$ cat config.mk
export PLATFORM = sky130hd
export DESIGN_NAME = uart_tx_word_sequencer
export DESIGN_NICKNAME = d
export VERILOG_FILES = /design/src/rtl/uart_tx_word_sequencer.sv
export SDC_FILE = /design/constraint.sdc
export NUM_CORES = 1
export LEC_CHECK = 0
export CAP_MARGIN = 20
export CORE_AREA = 2 2 131 133
export DETAILED_ROUTE_END_ITERATION = 10
export DIE_AREA = 0 0 133 135
export PLACE_DENSITY = 0.78
export SYNTH_ARGS = -nofsm -noshare
export SYNTH_HDL_FRONTEND = slang
export SYNTH_SLANG_ARGS = --single-unit
$ cat constraint.sdc
create_clock -name clk -period 2 [get_ports clk]
set_input_delay 0.4 -clock clk [delete_from_list [all_inputs] [get_ports clk]]
set_output_delay 0.4 -clock clk [all_outputs]
set_load 0.05 [all_outputs]
$ cat src/rtl/uart_tx_word_sequencer.sv
// uart_tx_word_sequencer
// Queues CPU words in a small FIFO and feeds them, one UART_Nbit byte at a
// time and LSB first, to a byte-level UART transmitter. The handshake is
// Transmit (start) -> endTx_flag (done) -> clr_tx_flag (acknowledge).
// Optional build macro: UART_SEQ_NEWLINE_EN appends a 0x0A byte after each word.
module uart_tx_word_sequencer #(
  parameter int DATA_WIDTH = 32,
  parameter int UART_Nbit  = 8,
  parameter int FIFO_DEPTH = 4
) (
  input  logic                  clk,
  input  logic                  reset,
  input  logic [DATA_WIDTH-1:0] uart_tx,
  input  logic                  Start_Tx,
  output logic [DATA_WIDTH-1:0] Tx_status_out,
  output logic [UART_Nbit-1:0]  DataTx,
  output logic                  Transmit,
  input  logic                  endTx_flag,
  output logic                  clr_tx_flag
);

  localparam int PTR_W          = (FIFO_DEPTH > 1) ? $clog2(FIFO_DEPTH) : 1;
  localparam int CNT_W          = PTR_W + 1;
  localparam int BYTES_PER_WORD = DATA_WIDTH / UART_Nbit;

  localparam logic [2:0]       LAST_BYTE = 3'(BYTES_PER_WORD - 1);
  localparam logic [CNT_W-1:0] DEPTH_CNT = CNT_W'(FIFO_DEPTH);
  localparam logic [PTR_W-1:0] PTR_ONE   = PTR_W'(1);
  localparam logic [CNT_W-1:0] CNT_ONE   = CNT_W'(1);

`ifdef UART_SEQ_NEWLINE_EN
  localparam logic [DATA_WIDTH-1:0] NEWLINE_CHAR = DATA_WIDTH'(8'h0A);

  typedef enum logic [2:0] {
    IDLE, LOAD, SEND, WAIT_END, CLEAR, SHIFT, NEWLINE
  } state_t;
`else
  typedef enum logic [2:0] {
    IDLE, LOAD, SEND, WAIT_END, CLEAR, SHIFT
  } state_t;
`endif

  // FIFO storage and bookkeeping
  logic [DATA_WIDTH-1:0] fifo_mem [FIFO_DEPTH];
  logic [PTR_W-1:0]      wr_ptr_reg;
  logic [PTR_W-1:0]      rd_ptr_reg;
  logic [CNT_W-1:0]      count_reg;
  logic                  overflow_reg;

  // Sequencer state
  state_t                state_reg;
  logic [DATA_WIDTH-1:0] shift_reg;
  logic [2:0]            byte_cnt_reg;

  logic fifo_full;
  logic fifo_empty;
  logic pop;
  logic push;
  logic drop;
  logic busy;

  assign fifo_full  = (count_reg == DEPTH_CNT);
  assign fifo_empty = (count_reg == '0);

  // The head is consumed on the LOAD cycle; a full FIFO can still accept a
  // word on that same edge because a slot frees up simultaneously.
  assign pop  = (state_reg == LOAD);
  assign push = Start_Tx && (!fifo_full || pop);
  assign drop = Start_Tx && fifo_full && !pop;

  assign busy = (state_reg != IDLE) || !fifo_empty;

  assign Tx_status_out = {{(DATA_WIDTH-3){1'b0}}, overflow_reg, fifo_full, busy};

  // FIFO data array: written on accepted pushes, no reset needed
  always_ff @(posedge clk) begin
    if (push) begin
      fifo_mem[wr_ptr_reg] <= uart_tx;
    end
  end

  // FIFO pointers, occupancy count and sticky overflow flag
  always_ff @(posedge clk or negedge reset) begin
    if (!reset) begin
      wr_ptr_reg   <= '0;
      rd_ptr_reg   <= '0;
      count_reg    <= '0;
      overflow_reg <= 1'b0;
    end else begin
      if (push) begin
        wr_ptr_reg <= wr_ptr_reg + PTR_ONE;
      end
      if (pop) begin
        rd_ptr_reg <= rd_ptr_reg + PTR_ONE;
      end
      case ({push, pop})
        2'b10:   count_reg <= count_reg + CNT_ONE;
        2'b01:   count_reg <= count_reg - CNT_ONE;
        default: count_reg <= count_reg;
      endcase
      if (drop) begin
        overflow_reg <= 1'b1;
      end
    end
  end

  // Byte sequencer: pulses Transmit / clr_tx_flag as registered outputs
  always_ff @(posedge clk or negedge reset) begin
    if (!reset) begin
      state_reg    <= IDLE;
      shift_reg    <= '0;
      byte_cnt_reg <= '0;
      DataTx       <= '0;
      Transmit     <= 1'b0;
      clr_tx_flag  <= 1'b0;
    end else begin
      Transmit    <= 1'b0;
      clr_tx_flag <= 1'b0;
      case (state_reg)
        IDLE: begin
          if (!fifo_empty) begin
            state_reg <= LOAD;
          end
        end
        LOAD: begin
          shift_reg    <= fifo_mem[rd_ptr_reg];
          byte_cnt_reg <= '0;
          state_reg    <= SEND;
        end
        SEND: begin
          DataTx    <= shift_reg[UART_Nbit-1:0];
          Transmit  <= 1'b1;
          state_reg <= WAIT_END;
        end
        WAIT_END: begin
          // DataTx is left untouched so the transmitter sees a stable byte
          if (endTx_flag) begin
            clr_tx_flag <= 1'b1;
            state_reg   <= CLEAR;
          end
        end
        CLEAR: begin
          if (byte_cnt_reg < LAST_BYTE) begin
            state_reg <= SHIFT;
          end
`ifdef UART_SEQ_NEWLINE_EN
          else if (byte_cnt_reg == LAST_BYTE) begin
            state_reg <= NEWLINE;
          end
`endif
          else if (!fifo_empty) begin
            state_reg <= LOAD;
          end else begin
            state_reg <= IDLE;
          end
        end
        SHIFT: begin
          shift_reg    <= shift_reg >> UART_Nbit;
          byte_cnt_reg <= byte_cnt_reg + 3'd1;
          state_reg    <= SEND;
        end
`ifdef UART_SEQ_NEWLINE_EN
        NEWLINE: begin
          // byte_cnt moves past the last data byte so CLEAR ends the word
          shift_reg    <= NEWLINE_CHAR;
          byte_cnt_reg <= byte_cnt_reg + 3'd1;
          state_reg    <= SEND;
        end
`endif
        default: begin
          state_reg <= IDLE;
        end
      endcase
    end
  end

endmodule
==> out/qor.csv <==
stage,metric,value,unit
global_routing,"Remaining Overflow, GRT",0,
logic_synthesis,"flops & latches, synth",184,
clock_tree,Max clock buf depth,2,
final_layout,post-route insts no fill,745,
timing,hold slack,478,ps
timing,Slew headroom,66.2,%
global_routing,GRT Util Overall,15.7,%
drt,vias,3792,
timing,pin slew with the least headroom to its limit,506,ps
clock_tree,TritonCTS clock tree,yes,
drt,drt via density,5.09,
clock_tree,Worst-Skew Late Latency,430,ps
logic_synthesis,post-synth top area share,52.3,%
global_routing,initial antenna violation count,0,
worst_setup_path,Crit. Startpoint,count_reg[0],
logic_synthesis,syn_area_per_cell,16.5,µm²
placed_design,dpl cells,708,
timing,"Hold Vio Cnt, Final",0,
worst_setup_path,critical path class,reg -> out,
logic_synthesis,synth top area cells,"edfxtp_1 52%, dfrtp_1 19%, mux4_2 9.8%",
floorplan,Starting Density,44.8,%
drt,drt wl/cell,17.4,µm
logic_synthesis,"Primary FF master, synth",edfxtp_1,
final_layout,n_diodes,0,
global_routing,first-pass GRT wire length,21400,µm
drt,DRT Wirelength,13000,µm
logic_synthesis,cell area after synthesis,7350,µm²
drt,drt pass-1 iters,4,
worst_setup_path,crit end category,output pin,
timing,setup violators final,1,
clock_tree,CTS root buf,clkbuf_16,
logic_synthesis,Ys Warns,0,
final_layout,share of layout cells above drive strength 1,22.3,%
final_layout,Layout area overhead,19.3,%
drt,post-route ant nets,0,
drt,drc violations,0,
worst_setup_path,Crit path arrival time,1790,ps
drt,DRT iter0 DRCs,253,
global_routing,largest net degree at the start of global routing,57,
logic_synthesis,Mapped Cells,445,
floorplan,Core Area,16400,µm²
worst_setup_path,Worst Path Required,1600,ps
timing,RSZ-0062 raised after global routing,yes,
final_layout,max reg flops,128,
logic_synthesis,fraction of the yosys area taken by sequential cells,71.4,%
floorplan,die width,133,µm
outcome,violated checks,negative setup slack,
floorplan,Die Height,135,µm
worst_setup_path,Startpoint Class,flip-flop,
final_layout,final core area utilization,53.4,%
run,max-cap violation count,0,
clock_tree,"Reg clk slew, reported paths",70,ps
logic_synthesis,Yosys top cell by area,edfxtp_1,
placed_design,count of input and output buffers,48,
clock_tree,clk sinks,184,
floorplan,# IOs,78,
timing,minimum clock period,2190,ps
power,Peak supply drop,794,µV
placed_design,gpl congestion,0.765,
hold_path,Hold Crit Start,overflow_reg,
power,PwrDens,1510,nW/µm²
logic_synthesis,Yosys cell types,40,
worst_setup_path,worst r2r src,count_reg[0],
logic_synthesis,number of synthesized flops with an enable pin,128,
final_layout,number of nets in the layout,554,
global_routing,vias in the first global route,3979,
outcome,status,"finished, violations left",
final_layout,most frequent cells in the layout,"128 x edfxtp_1, 56 x nand2_1, 55 x dfrtp_1",
clock_tree,cts bufs inserted,17,
hold_path,HP Class,reg -> reg,
floorplan,# rows,47,
placed_design,detailed placement HPWL,8270,µm
power,Pwr Total,13200,µW
timing,Final Max Slew Viols,0,
timing,skew final,9.68,ps
clock_tree,H-tree levels,4,
logic_synthesis,Synth async-reset ratio,30.4,%
timing,Max Clk Rate,0.456,GHz
power,Leak,0.00334,µW
floorplan,Die ar.,18000,µm²
final_layout,# fillers,1295,
timing,final worst slack,-192,ps
worst_setup_path,crit-path max FO,2,
final_layout,"most common cell after layout, fill and taps aside",edfxtp_1,
timing,Tcrit/Tclk final,110,%
## repair_timing
action / CTS / global route
endpoints found under the setup margin: 6 / 135
buffers inserted: 3 / 1
gates resized for setup: 6 / 11
hold endpoints to repair: 56 / 0
pin swaps: 0 / 2
hold buffers: 1 / 0
gates cloned: 0 / 0
## critical path: stages, from the launching register on
cell	delay (ps)
dfrtp_1	380
or3_4	390
or4_4	430
buf_8	170
## cell usage after synthesis, drive strengths merged, types with 2 or more instances
cell and count:
buf 46, o21ai 3, nand2 56, mux2 9, inv 7, mux4 32, ha 5, nand2b 3
a22o 8, dfrtp 56, nor2 4, and2 4, clkbuf 10, edfxtp 128, nand3 49, xnor2 3
xor2 2
## layer usage
layer / vias up / routed length (µm) / track usage, %
met3: 19 / 633 / 3.83
met1: 1903 / 5380 / 19.4
met4: 0 / 261 / 6.45
met5: - / 0 / 0
met2: 125 / 6720 / 26.7
li1: 1745 / - / -
## cell type report
cell class | instances | area (µm²) | area share (%)
flip-flops and latches | 184 | 5250 | 59.9
well taps | 220 | 275 | 3.14
multi-input cells | 226 | 1840 | 21.0
clock inverters | 14 | 163 | 1.86
repair buffers | 76 | 773 | 8.82
clock buffers | 18 | 439 | 5.01
inverters | 7 | 28.8 | 0.328
## metrics by stage
step / setup slack, ps / instance area (µm²) / TNS (ps)
2_1_floorplan: 181 / 7460 / 0
3_3_place_gp: -126 / 8090 / -2780
3_5_place_dp: -180 / 8090 / -9400
4_1_cts: -220 / 8720 / -281
5_1_grt: -243 / 8760 / -279
6_report: -192 / 8760 / -192
## kinds of logic (layout without fill, tap and decap cells)
family          after synthesis  count (layout)  share of synthesized area (%)
compound gates               21              21                           2.28
xor+xnor                      5               5                          0.596
fa+ha+maj                     6               6                           1.12
buf+inv                      63             115                           5.36
flops                       184             184                           71.4
mux                          41              41                           11.2
other cells                   1              29                         0.0510
simple gates                124             124                           8.00
## report_power, final
part           internal, µW  switching (µW)  total, µW
logic                  1860            2400       4270
registers              5200             436       5630
clock network          1910            1440       3340
total                  8970            4280      13200
## path summary, 6_finish.rpt
path | end | slack [ps] | cells past startpoint
max reg2reg | fifo_mem[1][3] | 80 | 5
min in group asynchronous | shift_reg[10] | 490 | 3
max | Tx_status_out[0] | -190 | 3
min reg2reg | overflow_reg | 480 | 1
max in group asynchronous | wr_ptr_reg[0] | 1240 | 3
min | overflow_reg | 480 | 1
No activity file was read; power rests on OpenSTA's default activity.
